`config.mk`:
```
export PLATFORM = sky130hd
export DESIGN_NAME = darkbus_arbiter
export DESIGN_NICKNAME = d
export VERILOG_FILES = /design/src/rtl/darkbus_pkg.sv /design/src/rtl/darkbus_rr_pick.sv /design/src/rtl/darkbus_arbiter.sv
export SDC_FILE = /design/constraint.sdc
export NUM_CORES = 1
export LEC_CHECK = 0
export CAP_MARGIN = 5
export CORE_AREA = 4 4 121 123
export CTS_BUF_LIST = sky130_fd_sc_hd__clkbuf_2
export CTS_CLUSTER_DIAMETER = 200
export DETAILED_ROUTE_END_ITERATION = 8
export DIE_AREA = 0 0 125 127
export PLACE_DENSITY = 0.63
export REMOVE_ABC_BUFFERS = 1
export SETUP_SLACK_MARGIN = 0.02
export SYNTH_ARGS = -nofsm -noshare
export SYNTH_HDL_FRONTEND = slang
export SYNTH_SLANG_ARGS = --single-unit
```
`constraint.sdc`:
```
create_clock -name clk -period 2.4 [get_ports clk]
set_clock_uncertainty 0.05 [all_clocks]
set_input_delay 0.6 -clock clk [delete_from_list [all_inputs] [get_ports clk]]
set_output_delay 0.6 -clock clk [all_outputs]
set_load 0.05 [all_outputs]
```
`src/rtl/darkbus_pkg.sv`:
```
// ---------------------------------------------------------------------------
// darkbus_pkg
// Shared types and constants for the darkbus arbiter slice.
//   arb_state_t : arbiter FSM states (IDLE waits for requests, BUSY owns the
//                 consumer on behalf of one provider)
//   TOUT_RDATA  : read data returned to a provider when the watchdog has to
//                 complete a read that the consumer never acknowledged
//   DB_AW/DB_DW/DB_BEW : darkbus address, data and byte-enable widths
//   WDOG_W      : width of the watchdog counter (covers TOUT_CYC up to 65535)
// ---------------------------------------------------------------------------
package darkbus_pkg;

    typedef enum logic {IDLE, BUSY} arb_state_t;

    localparam logic [31:0] TOUT_RDATA = 32'hFFFF_FFFF;

    localparam int DB_AW  = 32;
    localparam int DB_DW  = 32;
    localparam int DB_BEW = 4;

    localparam int WDOG_W = 16;

endpackage

```
`src/rtl/darkbus_rr_pick.sv`:
```
// ---------------------------------------------------------------------------
// darkbus_rr_pick
// Purely combinational winner selection for the darkbus arbiter.
// Ports:
//   req   [NMST]  : request vector, one bit per provider
//   ptr   [IW]    : round-robin start position (index that has top priority)
//   fixed         : 1 = ignore ptr and let the lowest requesting index win
//   gnt   [NMST]  : one-hot winner, all zero when nothing is requested
//   idx   [IW]    : binary index of the winner (0 when nothing is requested)
// ---------------------------------------------------------------------------
module darkbus_rr_pick #(
    parameter int NMST = 2,
    parameter int IW   = $clog2(NMST)
) (
    input  logic [NMST-1:0] req,
    input  logic [IW-1:0]   ptr,
    input  logic            fixed,
    output logic [NMST-1:0] gnt,
    output logic [IW-1:0]   idx
);

    logic          hi_found;
    logic [IW-1:0] hi_idx;
    logic [IW-1:0] lo_idx;

    // The round-robin search is split in two halves instead of rotating the
    // request vector: the lowest requester at or above ptr wins if there is
    // one, otherwise the search wraps and the lowest requester overall wins.
    // Scanning downwards means the last hit in each half is the lowest index.
    // In fixed mode every requester counts as "at or above ptr", so the
    // lowest index always wins.
    always_comb begin
        hi_found = 1'b0;
        hi_idx   = '0;
        lo_idx   = '0;
        for (int i = NMST - 1; i >= 0; i--) begin
            if (req[i]) begin
                lo_idx = IW'(i);
                if (fixed || (i >= int'(ptr))) begin
                    hi_found = 1'b1;
                    hi_idx   = IW'(i);
                end
            end
        end
        idx = hi_found ? hi_idx : lo_idx;
        gnt = (|req) ? (NMST'(1) << idx) : '0;
    end

endmodule

```
`src/rtl/darkbus_arbiter.sv`:
```
// ---------------------------------------------------------------------------
// darkbus_arbiter
// Shares one darkbus consumer among NMST providers. One transaction at a
// time is granted (round-robin or fixed priority), the granted provider's
// request is routed to the consumer and the consumer's acks / read data are
// routed back to that provider only. A watchdog completes any transaction the
// consumer never acknowledges so a dead slave cannot lock the bus.
// Parameters:
//   NMST       : number of providers (2..8)
//   FIXED_PRIO : 0 = round-robin, 1 = fixed priority (lowest index wins)
//   TOUT_CYC   : BUSY cycles without an ack before forced completion
// Ports:
//   clk, res_n                 : clock (rising edge), async active-low reset
//   m_en/m_re/m_we [NMST]      : per-provider request enable / read / write
//   m_be   [4*NMST]            : per-provider byte enables, provider i at [4i+3:4i]
//   m_addr/m_wdata [32*NMST]   : per-provider address / write data
//   m_rdata [32*NMST]          : per-provider read data (0 unless granted)
//   m_rack/m_wack [NMST]       : per-provider read / write ack pulses
//   s_en/s_re/s_we, s_be, s_addr, s_wdata : request towards the consumer
//   s_rdata, s_rack, s_wack    : consumer read data and ack pulses
//   gnt [NMST]                 : registered one-hot grant, zero when idle
//   tout                       : one-cycle pulse when the watchdog completes
// ---------------------------------------------------------------------------
module darkbus_arbiter
    import darkbus_pkg::*;
#(
    parameter int NMST       = 2,
    parameter bit FIXED_PRIO = 1'b0,
    parameter int TOUT_CYC   = 255
) (
    input  logic                    clk,
    input  logic                    res_n,
    input  logic [NMST-1:0]         m_en,
    input  logic [NMST-1:0]         m_re,
    input  logic [NMST-1:0]         m_we,
    input  logic [DB_BEW*NMST-1:0]  m_be,
    input  logic [DB_AW*NMST-1:0]   m_addr,
    input  logic [DB_DW*NMST-1:0]   m_wdata,
    output logic [DB_DW*NMST-1:0]   m_rdata,
    output logic [NMST-1:0]         m_rack,
    output logic [NMST-1:0]         m_wack,
    output logic                    s_en,
    output logic                    s_re,
    output logic                    s_we,
    output logic [DB_BEW-1:0]       s_be,
    output logic [DB_AW-1:0]        s_addr,
    output logic [DB_DW-1:0]        s_wdata,
    input  logic [DB_DW-1:0]        s_rdata,
    input  logic                    s_rack,
    input  logic                    s_wack,
    output logic [NMST-1:0]         gnt,
    output logic                    tout
);

    localparam int IW = $clog2(NMST);

    // The counter is compared against TOUT_CYC-1 because it starts at 0 on
    // the first BUSY cycle: the TOUT_CYC-th BUSY cycle is the expiry cycle.
    localparam logic [WDOG_W-1:0] WDOG_LAST = WDOG_W'(TOUT_CYC - 1);

    arb_state_t        state_q, state_d;
    logic [NMST-1:0]   gnt_q, gnt_d;
    logic [IW-1:0]     gidx_q, gidx_d;
    logic [IW-1:0]     ptr_q, ptr_d;
    logic [WDOG_W-1:0] wdog_q, wdog_d;

    logic [NMST-1:0]   pick_gnt;
    logic [IW-1:0]     pick_idx;

    logic              ack_in;
    logic              expire;
    logic              timeout;
    logic [IW-1:0]     ptr_inc;

    darkbus_rr_pick #(
        .NMST (NMST),
        .IW   (IW)
    ) u_pick (
        .req   (m_en),
        .ptr   (ptr_q),
        .fixed (FIXED_PRIO),
        .gnt   (pick_gnt),
        .idx   (pick_idx)
    );

    assign gnt = gnt_q;

    // State register. Everything the routing muxes depend on lives here, so
    // an asynchronous reset immediately returns all outputs to zero and drops
    // s_en in the middle of a transaction without producing an ack.
    always_ff @(posedge clk or negedge res_n) begin
        if (!res_n) begin
            state_q <= IDLE;
            gnt_q   <= '0;
            gidx_q  <= '0;
            ptr_q   <= '0;
            wdog_q  <= '0;
        end else begin
            state_q <= state_d;
            gnt_q   <= gnt_d;
            gidx_q  <= gidx_d;
            ptr_q   <= ptr_d;
            wdog_q  <= wdog_d;
        end
    end

    // Next-state and output logic. In IDLE the picker result is registered
    // as the grant; nothing is routed, so consumer acks arriving in IDLE are
    // simply dropped. In BUSY the registered grant index selects which
    // provider drives the consumer and which provider sees acks/read data.
    // A transaction ends on a real ack, on the provider dropping its enable
    // (abort, no ack), or on watchdog expiry. A real ack in the expiry cycle
    // takes precedence, and an aborting provider gets no forced ack either.
    always_comb begin
        state_d = state_q;
        gnt_d   = gnt_q;
        gidx_d  = gidx_q;
        ptr_d   = ptr_q;
        wdog_d  = wdog_q;

        s_en    = 1'b0;
        s_re    = 1'b0;
        s_we    = 1'b0;
        s_be    = '0;
        s_addr  = '0;
        s_wdata = '0;
        m_rdata = '0;
        m_rack  = '0;
        m_wack  = '0;
        tout    = 1'b0;

        ack_in  = s_rack | s_wack;
        expire  = (wdog_q == WDOG_LAST);
        timeout = 1'b0;
        ptr_inc = (gidx_q == IW'(NMST - 1)) ? '0 : gidx_q + 1'b1;

        case (state_q)
            IDLE: begin
                if (|m_en) begin
                    state_d = BUSY;
                    gnt_d   = pick_gnt;
                    gidx_d  = pick_idx;
                    wdog_d  = '0;
                end else begin
                    gnt_d   = '0;
                end
            end

            BUSY: begin
                timeout = expire && m_en[gidx_q] && !ack_in;

                s_en    = m_en[gidx_q] && !timeout;
                s_re    = m_re[gidx_q];
                s_we    = m_we[gidx_q];
                s_be    = m_be[gidx_q*DB_BEW +: DB_BEW];
                s_addr  = m_addr[gidx_q*DB_AW +: DB_AW];
                s_wdata = m_wdata[gidx_q*DB_DW +: DB_DW];

                m_rack[gidx_q] = s_rack | (timeout & m_re[gidx_q]);
                m_wack[gidx_q] = s_wack | (timeout & ~m_re[gidx_q]);
                m_rdata[gidx_q*DB_DW +: DB_DW] = timeout ? TOUT_RDATA : s_rdata;
                tout = timeout;

                if (ack_in || !m_en[gidx_q] || timeout) begin
                    state_d = IDLE;
                    gnt_d   = '0;
                    wdog_d  = '0;
                    if (!FIXED_PRIO) begin
                        ptr_d = ptr_inc;
                    end
                end else begin
                    wdog_d = wdog_q + 1'b1;
                end
            end

            default: begin
                state_d = IDLE;
                gnt_d   = '0;
            end
        endcase
    end

endmodule

```
## Word-level counts from Yosys, hierarchy flattened

Index checks and enable logic that the tools add are counted.

- Add/subtract/negate cells: 3
- $lt $le $gt $ge: 3
- Equality and inequality tests: 3
- Shifts and indexed selects: 6
- Multiplexer cells: 36
- Bitwise gates (word level): 10
- Reductions and logical operators: 12

Operator list:

| cell | number |
|---|---|
| 64-bit by 7-bit indexed part select with 32-bit output | 2 |
| 32-bit 2-to-1 mux | 3 |
| 64-bit bitwise AND | 1 |
| 64-bit 2-to-1 mux | 1 |
| 32-bit by 34-bit variable shift with 64-bit output (first input constant) | 1 |
| 32-bit by 34-bit indexed part select with 64-bit output | 1 |
| 6-bit negator with 34-bit output | 1 |
| 16-bit 2-to-1 mux | 2 |
| 16-bit case mux with 2 select lines | 1 |
| 1-bit 2-to-1 mux | 21 |
| 16-bit by 1-bit adder with 16-bit output (second input constant) | 1 |
| 16-bit by 8-bit equality test with 1-bit output (second input constant) | 1 |
| 2-bit 2-to-1 mux | 4 |
| 8-bit by 4-bit indexed part select with 4-bit output | 1 |
| 2-bit bitwise AND | 2 |
| 1-bit logical AND | 4 |
| 4-bit 2-to-1 mux | 1 |
| 2-bit case mux with 2 select lines | 1 |
| 2-bit AND reduction | 2 |
| 1-bit zero test | 3 |
| 1-bit bitwise OR | 3 |
| 1-bit bitwise AND | 2 |
| 1-bit logical OR | 2 |
| 1-bit by 2-bit < comparator with 1-bit output (second input constant) | 1 |
| 10 further kinds | 11 |

- Bits in registers: 21
- Input bits: 178
- Output and inout port bits: 142
- Word-level logic and storage cells: 78

## Depth between registers and ports, before layout

Gate-level depths: netlist of the first run.

- Word-level depth: 8
- Gate-level depth with buffers: 8
- Gate-level depth less buffers: 6

## By module

A second synthesis of the first run with hierarchy kept.

- Cells, all modules: 380
- Area, all modules: 3,064.2 sq um

Modules (own cells, without submodules):

| module | instances | cells an instance | area an instance (sq um) | seq. area each (sq um) |
|---|---|---|---|---|
| darkbus_arbiter | 1 | 375 | 3,029.2 | 525.5 |
| darkbus_rr_pick | 1 | 5 | 35.0 | 0.0 |

## Worst setup path before layout of the first run

Ideal clock, no wire load.

- Path type: register to output
- Start point: register wdog_q[0]
- End point: output m_rack[0]
- Data arrival time: 2.508 ns
- Data required time: 1.750 ns
- Path slack: -0.758 ns
- Stages on the path, launching flop included: 9
- Path buffers: 2
- Path through: dfrtp_1 inv_1 ha_1 nor4b_1 and4_1 buf_2 buf_2 a31oi_1 nor3_1

- Word-level cells in the longest chain between the ends: 7

Ends and longest elaborated chain:

| element | line | source |
|---|---|---|
| from (decl) | darkbus_arbiter.sv:65 | `logic [WDOG_W-1:0] wdog_q, wdog_d;` |
| from (signal assigned) | darkbus_arbiter.sv:103 | `wdog_q <= wdog_d;` |
| 16-bit by 8-bit equality test with 1-bit output | darkbus_arbiter.sv:133 | `expire = (wdog_q == WDOG_LAST);` |
| 1-bit logical AND (2 in a row) | darkbus_arbiter.sv:150 | `timeout = expire && m_en[gidx_q] && !ack_in;` |
| 1-bit bitwise AND | darkbus_arbiter.sv:159 | `m_rack[gidx_q] = s_rack \| (timeout & m_re[gidx_q]);` |
| 1-bit bitwise OR | darkbus_arbiter.sv:159 |  |
| 2-bit bitwise AND (no line) | n/a |  |
| 2-bit 2-to-1 mux | darkbus_arbiter.sv:137 | `case (state_q)` |
| to (decl) | darkbus_arbiter.sv:40 | `output logic [NMST-1:0] m_rack,` |

Every way passes these cells.

## Final worst setup path of the first run

- Start point: register wdog_q[12]
- End point: output m_rdata[49]

- Word-level cells in the longest chain between the ends: 7

Ends and longest elaborated chain:

| element | line | source |
|---|---|---|
| 16-bit by 8-bit equality test with 1-bit output | darkbus_arbiter.sv:133 |  |
| 1-bit logical AND (2 in a row) | darkbus_arbiter.sv:150 |  |
| 32-bit 2-to-1 mux | darkbus_arbiter.sv:161 | `m_rdata[gidx_q*DB_DW +: DB_DW] = timeout ? TOUT_RDATA : s_rdata;` |
| 32-bit by 34-bit indexed part select with 64-bit output | darkbus_arbiter.sv:161 |  |
| 64-bit bitwise AND (no line) | n/a |  |
| 64-bit 2-to-1 mux | darkbus_arbiter.sv:137 |  |
| to (decl) | darkbus_arbiter.sv:39 | `output logic [DB_DW*NMST-1:0] m_rdata,` |

Every way passes these cells.

==> flow_summary.toml, run 1 <==
[yosys]
synth_cells = 380
yosys_warnings = 0
synthTopCellsByArea = "mux2i_1, dfrtp_1, o21a_1"
netlist_area_um2 = 2895
synth_top_area_frac = 0.2489
synthXorXnorAreaFrac = 0
async_flop_share = 1.000
synth.distinct_cells = 37
synth_adder_area_share = 0.008643
synthMuxAreaShare = 0.2489
synth_top_family_by_area = "compound AO/OA/AOI/OAI gates"
yosysSeqAreaShare = 0.1815
postSynthAreaPerCell_um2 = 7.619
synth_ff_type = "dfrtp_1"
synth_edf_count = 0
synth.ff_latch_count = 21
yosys.area.top_type = "mux2i_1"
synth-compound-area-share = 0.2632
synthSimpleGateAreaFrac = 0.2351

[final_layout]
layout_common_cells = "clkdlybuf4s50_1, buf_12, o21a_1"
diodes = 0
final_common_cell = "clkdlybuf4s50_1"
fin_area_um2 = 8970
drive_gt1_frac = 0.4128
finalNonFillerCells = 914
syn_to_final_growth_pct = 209.8
nets = 915

[placed_design]
pre_cts_ws_ps = -526.9
placed_area_um2 = 7963
port_buffers = 319
dp_cells = 882
place_congestion = 0.9011
dpl.hpwl_um = 15260

[critical_path]
end_kind = "output port"
cp_slowest_cell = "dfrtp_1"
cp_top_family = "simple AND/OR/NAND/NOR gates"
worstPathRequired_ps = 1750
crit_arrival_ps = 2280
startpoint_type = "flip-flop"
max_stage_delay_ps = 430
crit_chain = "nor4bb_1 -> and4_4 -> and2_4 -> buf_6 -> clkbuf_16 -> o21a_1 -> buf_12"
cp_num_buf_inv = 3
critical_path_class = "reg2out"
crit_fanout = 8
r2r_slack_ps = 200

[sta]
fin_crit_ps = 2925
finalSetupViolations = 115
fin_crit_sh = 1.219
max_slew_margin = 0.6607
worstMarginPinSlew_ps = 509.0
setup_slack_ps = -525.3
rsz0062_at_grt = "true"
hold_viol = 0
max_freq_mhz = 341.8
slew_viol_final = 0

[drt]
ant_nets = 0
route.vias.total = 4505
wl_um = 20590
drc = 0
drtIter0Drc = 175
first_pass_iters = 6
wl_per_cell_um = 22.53
avgViaCountPerCell = 4.929

[global_routing]
grt_max_degree = 36
grtUsageTotal = 0.2310
grt_pass1_vias = 4760
grt_pass1_wl_um = 28890
antenna_found_initial = 0
gr-total-overflow = 0

[floorplanning]
io_pins = 320
dieArea_um2 = 15880
fp.dieH_um = 127
core_um2 = 13670
initial_utilization = 0.2119
rows = 43
fp.dieW_um = 125

[status]
status = "finished, violations left"
violations = "setup timing"

[clock_network]
clock-sinks = 21
cts_tree = "done"
cts_root_buf = "clkbuf_2"
clock_latency_ps = 330
path_clk_slew_ps = 210
cts-htree-levels = 1
cts.path.max_buffers = 2
cts_buffers = 3
hold_buffers = 0

[power_and_ir_drop]
peakVddDrop_v = 0.0008647
power_density_nw_per_um2 = 1274
cellLeakagePower_nw = 3.694

[job]
cap_violations = 0

[hold_path]
hold_class = "reg2reg"
-- through the flow --
stage	power, mW	utilization	setup TNS, ps	hold WS, ps
floorplan	5.023	-	-380430	254.4
global placement	9.700	0.5827	-37230	424.3
detailed placement	9.770	0.5827	-37670	450.6
global route	11.80	0.6564	-45050	502.0
finish	11.43	0.6564	-33680	492.6
CTS	10.98	0.6232	-37540	494.1
-- metal layers --
metal	share of wire	wire length, um	GRT usage	up-vias
li1	-	-	-	2111
met1	0.36	7430	0.2594	2142
met2	0.52	10730	0.4245	236
met3	0.10	2117	0.08821	16
met4	0.015	310	0.03508	0
met5	0	0	0	-
-- cell usage after synthesis (3+ instances only) --
cell and n:
clkbuf_1 17, dfrtp_1 21, nand3_1 6, nor3b_1 3, buf_1 5, nor4_1 8, o21ai_0 3, and4_1 3
o21a_1 68, nand2_1 15, and3_1 4, nand4_1 3, and2_1 4, inv_1 5, or4_1 3, nor2_1 76
or3_1 3, o311ai_2 4, o31ai_1 4, a31oi_1 4, mux2i_1 72, a22o_1 3, buf_2 16, nor3_1 12
-- kinds of logic after synthesis --
group / Yosys count
muxes: 72
DFF: 21
buffers and inverters: 43
and+or+nand+nor: 145
AOI/OAI and AO/OA: 97
adders and majority gates: 2
-- power by group --
part	internal [mW]	total (mW)	switching, mW
combinational	5.14	10.8	5.69
sequential	0.403	0.441	0.0379
clock	0.0441	0.158	0.114
total	5.59	11.4	5.84
-- final timing paths --
| path | from | endpoint | cells after the start |
|---|---|---|---|
| min in group asynchronous | res_n | wdog_q[7] | 2 |
| hold / removal | gnt[0] | gnt[0] | 1 |
| hold reg to reg | gnt[0] | gnt[0] | 1 |
| max in group asynchronous | res_n | gidx_q | 2 |
| setup reg to reg | gidx_q | wdog_q[6] | 6 |
| setup / recovery | wdog_q[12] | m_rdata[49] | 7 |
-- sequential cells by signal, indices dropped and copies added, names as in the netlist --
name,count
state_q,1
gnt,2
gidx_q,1
ptr_q,1
wdog_q,16
-- worst register-to-register path, stage by stage (launching register included) --
cell and delay, ps:
dfrtp_4 550, mux2i_4 220, buf_4 150, or4_1 410, buf_4 190, or4_1 470, o211ai_1 100
-- cell type report --
| class | count | area (um^2) |
|---|---|---|
| well taps | 180 | 225.2 |
| repair buffers | 388 | 5608 |
| clock buffers | 4 | 20.02 |
| fillers | 1081 | 4696 |
| flip-flops and latches | 21 | 529.3 |
| inverters | 5 | 21.27 |
| multi-input cells | 316 | 2566 |
-- what timing repair did --
item | in CTS | in global routing
setup endpoints to repair | 140 | 140
pin swaps | 24 | 46
cloned | 11 | 7
resized for setup | 51 | 86
setup buffers | 11 | 5
Note: power is estimated with default switching activity, not from simulation.
==> run 2: changes to the inputs <==
- CAP_MARGIN: 5 -> not set
- CORE_AREA: 4 4 121 123 -> not set
- CORE_ASPECT_RATIO: not set -> 0.5
- CORE_MARGIN: not set -> 4
- CORE_UTILIZATION: not set -> 26
- DIE_AREA: 0 0 125 127 -> not set
- PLACE_DENSITY: 0.63 -> 0.75
==> run 2 against run 1 <==
Against the previous run:
- the run still ends with setup timing left
- final cell count decreased by 4.7%
- worst setup slack got worse by 70 ps
- sequential cell count unchanged
- count of clock-buffer cells in the layout unchanged
- sequential share of layout area about the same
- power about the same
- first-iteration DRC count increased by 130%
- via count increased by 12%
- critical path type unchanged
- largest power group unchanged
==> flow_summary.toml, run 2 (same netlist as run 1, synthesis figures left out) <==
[status]
status = "finished, violations left"
violations = "setup timing"

[global_routing]
antenna_found_initial = 5
grt_max_degree = 55
grt_pass1_wl_um = 27080
grtUsageTotal = 0.2747
gr-total-overflow = 0
grt_pass1_vias = 4546

[critical_path]
r2r_slack_ps = -60
cp_slowest_cell = "dfrtp_4"
startpoint_type = "flip-flop"
reg2reg_depth = 6
worstPathRequired_ps = 1750
cp_num_buf_inv = 2
end_kind = "output port"
crit_chain = "mux2i_2 -> nor3_2 -> and2_4 -> clkbuf_16 -> o21a_1 -> buf_12"
r2r_start = "gidx_q"
cp.depth = 6
r2r-end = "wdog_q[15]"
crit_end = "m_rdata[43]"
crit_fanout = 6
critical_path_class = "reg2out"
crit_arrival_ps = 2350
cp_top_family = "simple AND/OR/NAND/NOR gates"
max_stage_delay_ps = 570
critical_path.startpoint = "gidx_q"

[clock_network]
cts_root_buf = "clkbuf_2"
clock_latency_ps = 400
cts_tree = "done"
path_clk_slew_ps = 240
cts-htree-levels = 1
clock-sinks = 21
cts_buffers = 3
cts.path.max_buffers = 2

[final_layout]
syn_to_final_growth_pct = 210.2
drive_gt1_frac = 0.4513
nFillCells = 441
final_common_cell = "clkdlybuf4s50_1"
nets = 910
layout_common_cells = "clkdlybuf4s50_1, buf_12, o21a_1"
top_register = "wdog_q"
largest_reg_flops = 16

[sta]
max_freq_mhz = 333.9
max_slew_margin = 0.5364
fin_crit_sh = 1.248
finalSetupViolations = 135
setup_slack_ps = -595.1
rsz0062_at_grt = "true"
worstMarginPinSlew_ps = 686.5
hold_viol = 0
fin_crit_ps = 2995
slew_viol_final = 0

[drt]
avgViaCountPerCell = 5.773
dr_wl_met3_um = 2126
route.vias.total = 5028
ant_nets = 0
drc = 0
first_pass_iters = 6
top_layer = "met5"
met1_length_um = 8653
wl_per_cell_um = 28.66
wl_um = 24960
met2_length_um = 12810
drtIter0Drc = 409

[floorplanning]
rows = 26
core_um2 = 10540
dieArea_um2 = 12990
initial_utilization = 0.2747
fp.dieW_um = 157.2
fp.dieH_um = 82.62
io_pins = 320

[placed_design]
pre_cts_ws_ps = -489.3
place_congestion = 1.019
dpl.hpwl_um = 15900
port_buffers = 319

[power_and_ir_drop]
power_density_nw_per_um2 = 1272
power_mw = 11.42
peakVddDrop_v = 0.0009317
cellLeakagePower_nw = 3.625

[hold_path]
hold_class = "in2async"

[job]
cap_violations = 0
-- run 2: cell types whose count changed in the layout (fill, tap and decap cells not counted), sizes merged --
cell	previous run	this run
clkbuf	13	17
and2	4	5
dlymetal6s2s	0	2
dlygate4sd2	2	0
buf	202	192
diode	0	2
-- run 2: worst register-to-register path, stage by stage (launching register included) --
cell     delay, ps
dfrtp_4        570
mux2i_2        200
buf_4          170
or4_1          560
buf_4          250
o31ai_1        380
a22o_1         240
-- run 2: what timing repair did --
action | 4_1_cts | 5_1_grt
gates cloned | 4 | 12
hold buffers | 0 | 0
pin swaps | 12 | 38
setup endpoints to repair | 104 | 148
buffers inserted | 4 | 5
resized for setup | 56 | 122
-- run 2: power by group --
group | switching, mW | leakage [nW] | total [mW] | internal, mW
registers | 0.0647 | 0.282 | 0.470 | 0.405
logic | 5.82 | 3.33 | 10.8 | 4.95
clock network | 0.139 | 0.0166 | 0.182 | 0.0438
total | 6.02 | 3.62 | 11.4 | 5.40
-- run 2: how the worst min path moves through the flow --
stage / from / endpoint / slack (ps) / cells past startpoint
6_report: res_n / wdog_q[12] / 460 / 2
5_1_grt: res_n / wdog_q[8] / 460 / 2
4_1_cts: gnt[0] / gnt[0] / 480 / 1
3_5_place_dp: gnt[0] / gnt[0] / 440 / 1
3_3_place_gp: gnt[0] / gnt[0] / 420 / 1
2_1_floorplan: res_n / gidx_q / 250 / 0
-- run 2: cell type report --
| type | count | area, um^2 | share of cell area |
|---|---|---|---|
| timing repair buffer | 382 | 5441 | 0.6060 |
| sequential | 21 | 530.5 | 0.05908 |
| inverter | 5 | 21.27 | 0.002369 |
| tap | 140 | 175.2 | 0.01951 |
| clock buffer | 4 | 20.02 | 0.002229 |
| antenna | 2 | 5.005 | 0.0005573 |
| multi-input combinational | 317 | 2786 | 0.3103 |
-- run 2: through the flow --
| stage | setup TNS (ps) | utilization | cells | instance area [um^2] | hold WS [ps] |
|---|---|---|---|---|---|
| global route | -48400 | 0.8517 | 870 | 8977 | 458.7 |
| finish | -38630 | 0.8520 | 871 | 8980 | 460.7 |
| global placement | -28840 | 0.7481 | 845 | 7885 | 424.2 |
| floorplan | -380430 | - | 342 | 2733 | 254.4 |
| detailed placement | -35830 | 0.7481 | 845 | 7885 | 443.2 |
| CTS | -32220 | 0.7819 | 856 | 8242 | 485.0 |
-- run 2: per-layer routing --
metal	global-route usage	up-vias
li1	-	2098
met1	0.3044	2430
met5	0	-
met2	0.5268	374
met4	0.1013	6
met3	0.05778	120
==> run 3: changes to the inputs <==
- CORE_AREA: not set -> 4 4 121 123
- CORE_ASPECT_RATIO: 0.5 -> not set
- CORE_MARGIN: 4 -> not set
- CORE_UTILIZATION: 26 -> not set
- DIE_AREA: not set -> 0 0 125 127
- PLACE_DENSITY: 0.75 -> 0.61
- clock period: 2.4 -> 3.77 ns (I/O delays scaled with it)
==> run 3 against run 2 <==
Against the previous run:
- hold slack gained 5.6 ps
- cell area is 23% lower
- routed wire length down 29%
- critical path depth is 1 higher
- global-route usage fell by 6.8 points
- via count is 17% lower
- count of clock-buffer cells in the layout shrank 1
- the flow now finishes without violations
- combinational power fell by 55%
- sequential power down 24%
- final cell count decreased by 0.57%
==> flow_summary.toml, run 3 (same netlist as run 1, synthesis figures left out) <==
[sta]
setup_slack_ps = 194.5
tns_ps = 0
max_slew_margin = 0.5440
hold_viol = 0
worstMarginPinSlew_ps = 678.7
fin_crit_sh = 0.9484
rsz0062_at_grt = "false"
max_freq_mhz = 279.7
finalSetupViolations = 0
hold_ws_ps = 466.3
slew_viol_final = 0
fin_crit_ps = 3576

[critical_path]
r2r-end = "wdog_q[8]"
crit_end = "m_rdata[15]"
r2r_slack_ps = 1170
end_kind = "output port"
crit_fanout = 28
crit_arrival_ps = 2580
critical_path_class = "in2out"
startpoint_type = "primary input"
critical_path.startpoint = "m_en[0]"
r2r_start = "gidx_q"
reg2reg_depth = 6
worstPathRequired_ps = 2780

[drt]
avgViaCountPerCell = 4.800
drtIter0Drc = 152
wl_um = 17610
ant_nets = 0
wl_per_cell_um = 20.33
drc = 0
first_pass_iters = 6
route.vias.total = 4157

[placed_design]
dpl.hpwl_um = 15260
place_congestion = 0.9173
port_buffers = 319
placed_area_um2 = 6932
pre_cts_ws_ps = 200.9

[global_routing]
gr-total-overflow = 0
grt_pass1_vias = 4249
antenna_found_initial = 0
grt_max_degree = 62
grtUsageTotal = 0.2067
grt_pass1_wl_um = 25960

[final_layout]
multi_input_area_um2 = 2192
largest_reg_flops = 16
final_common_cell = "clkdlybuf4s50_1"
seq_area_um2 = 529.3
nets = 866
syn_to_final_growth_pct = 140.2
drive_gt1_frac = 0.2175
top_register = "wdog_q"
nFillCells = 1304
fin_area_um2 = 6954
layout_common_cells = "clkdlybuf4s50_1, nor2_1, buf_12"

[clock_network]
cts_tree = "done"
path_clk_slew_ps = 220
hold_buffers = 0
cts-htree-levels = 1
cts_root_buf = "clkbuf_2"
cts_setup_buffers = 0
clock-sinks = 21
cts_buffers = 3
postCtsResizedCells = 0
clock_latency_ps = 340
cts.path.max_buffers = 2

[floorplanning]
fp.dieH_um = 127
io_pins = 320
initial_utilization = 0.2119
dieArea_um2 = 15880
core_um2 = 13670
rows = 43
fp.dieW_um = 125

[power_and_ir_drop]
cellLeakagePower_nw = 2.968
switching_power_mw = 3.137
clkPwrFrac = 0.018
combPwrFrac = 0.914
peakVddDrop_v = 0.0005758
switching_share = 0.5932
p_seq_frac = 0.068
p_int_mw = 2.151
power_density_nw_per_um2 = 760.3

[hold_path]
hold_class = "reg2reg"

[job]
cap_violations = 0

[status]
status = "complete, no violations"
run 3: layout make-up:
cell class,instances,share of cell area
Antenna cell,1,0.0003598
Clock buffer,3,0.002159
Clock inverter,1,0.0007197
Inverter,5,0.002699
Multi-Input combinational cell,316,0.3152
Sequential cell,21,0.07611
Tap cell,180,0.03239
Timing Repair Buffer,339,0.5703
run 3: through the flow:
step / total power, mW / instances / utilization
3_3_place_gp: 5.200 / 861 / 0.5072
4_1_cts: 5.329 / 865 / 0.5087
6_report: 5.288 / 866 / 0.5089
2_1_floorplan: 3.198 / 342 / -
5_1_grt: 5.506 / 865 / 0.5087
3_5_place_dp: 5.223 / 861 / 0.5072
run 3: critical path, stage by stage:
cell and delay (ps):
clkdlybuf4s50_1 480, mux2i_1 110, nor3_1 220, and2_2 280, buf_12 190, o21a_1 190
buf_12 150
run 3: worst min path at each step:
stage | from | end | slack, ps | cells after the start
2_1_floorplan | wdog_q[15] | wdog_q[15] | 450 | 1
3_3_place_gp | gnt[0] | gnt[0] | 420 | 1
3_5_place_dp | gnt[0] | gnt[0] | 430 | 1
4_1_cts | gnt[0] | gnt[0] | 480 | 1
5_1_grt | gnt[0] | gnt[0] | 500 | 1
6_report | gnt[0] | gnt[0] | 470 | 1
run 3: routing by layer:
layer	routed length, um	part of all wire	vias to the layer above	global-route usage
met5	0	0	-	0
met4	609	0.035	0	0.06952
met3	1710	0.097	30	0.07274
met2	8469	0.48	231	0.3543
met1	6816	0.39	1902	0.2414
li1	-	-	1994	-
run 3: power groups by stage:
stage                     logic, mW  registers [mW]  clock network (mW)
after floorplan                2.75           0.448                   0
after CTS                      4.87           0.361              0.0998
after global routing           5.02           0.371               0.112
final                          4.83           0.358              0.0970
after global placement         4.84           0.364                   0
after detailed placement       4.86           0.366                   0
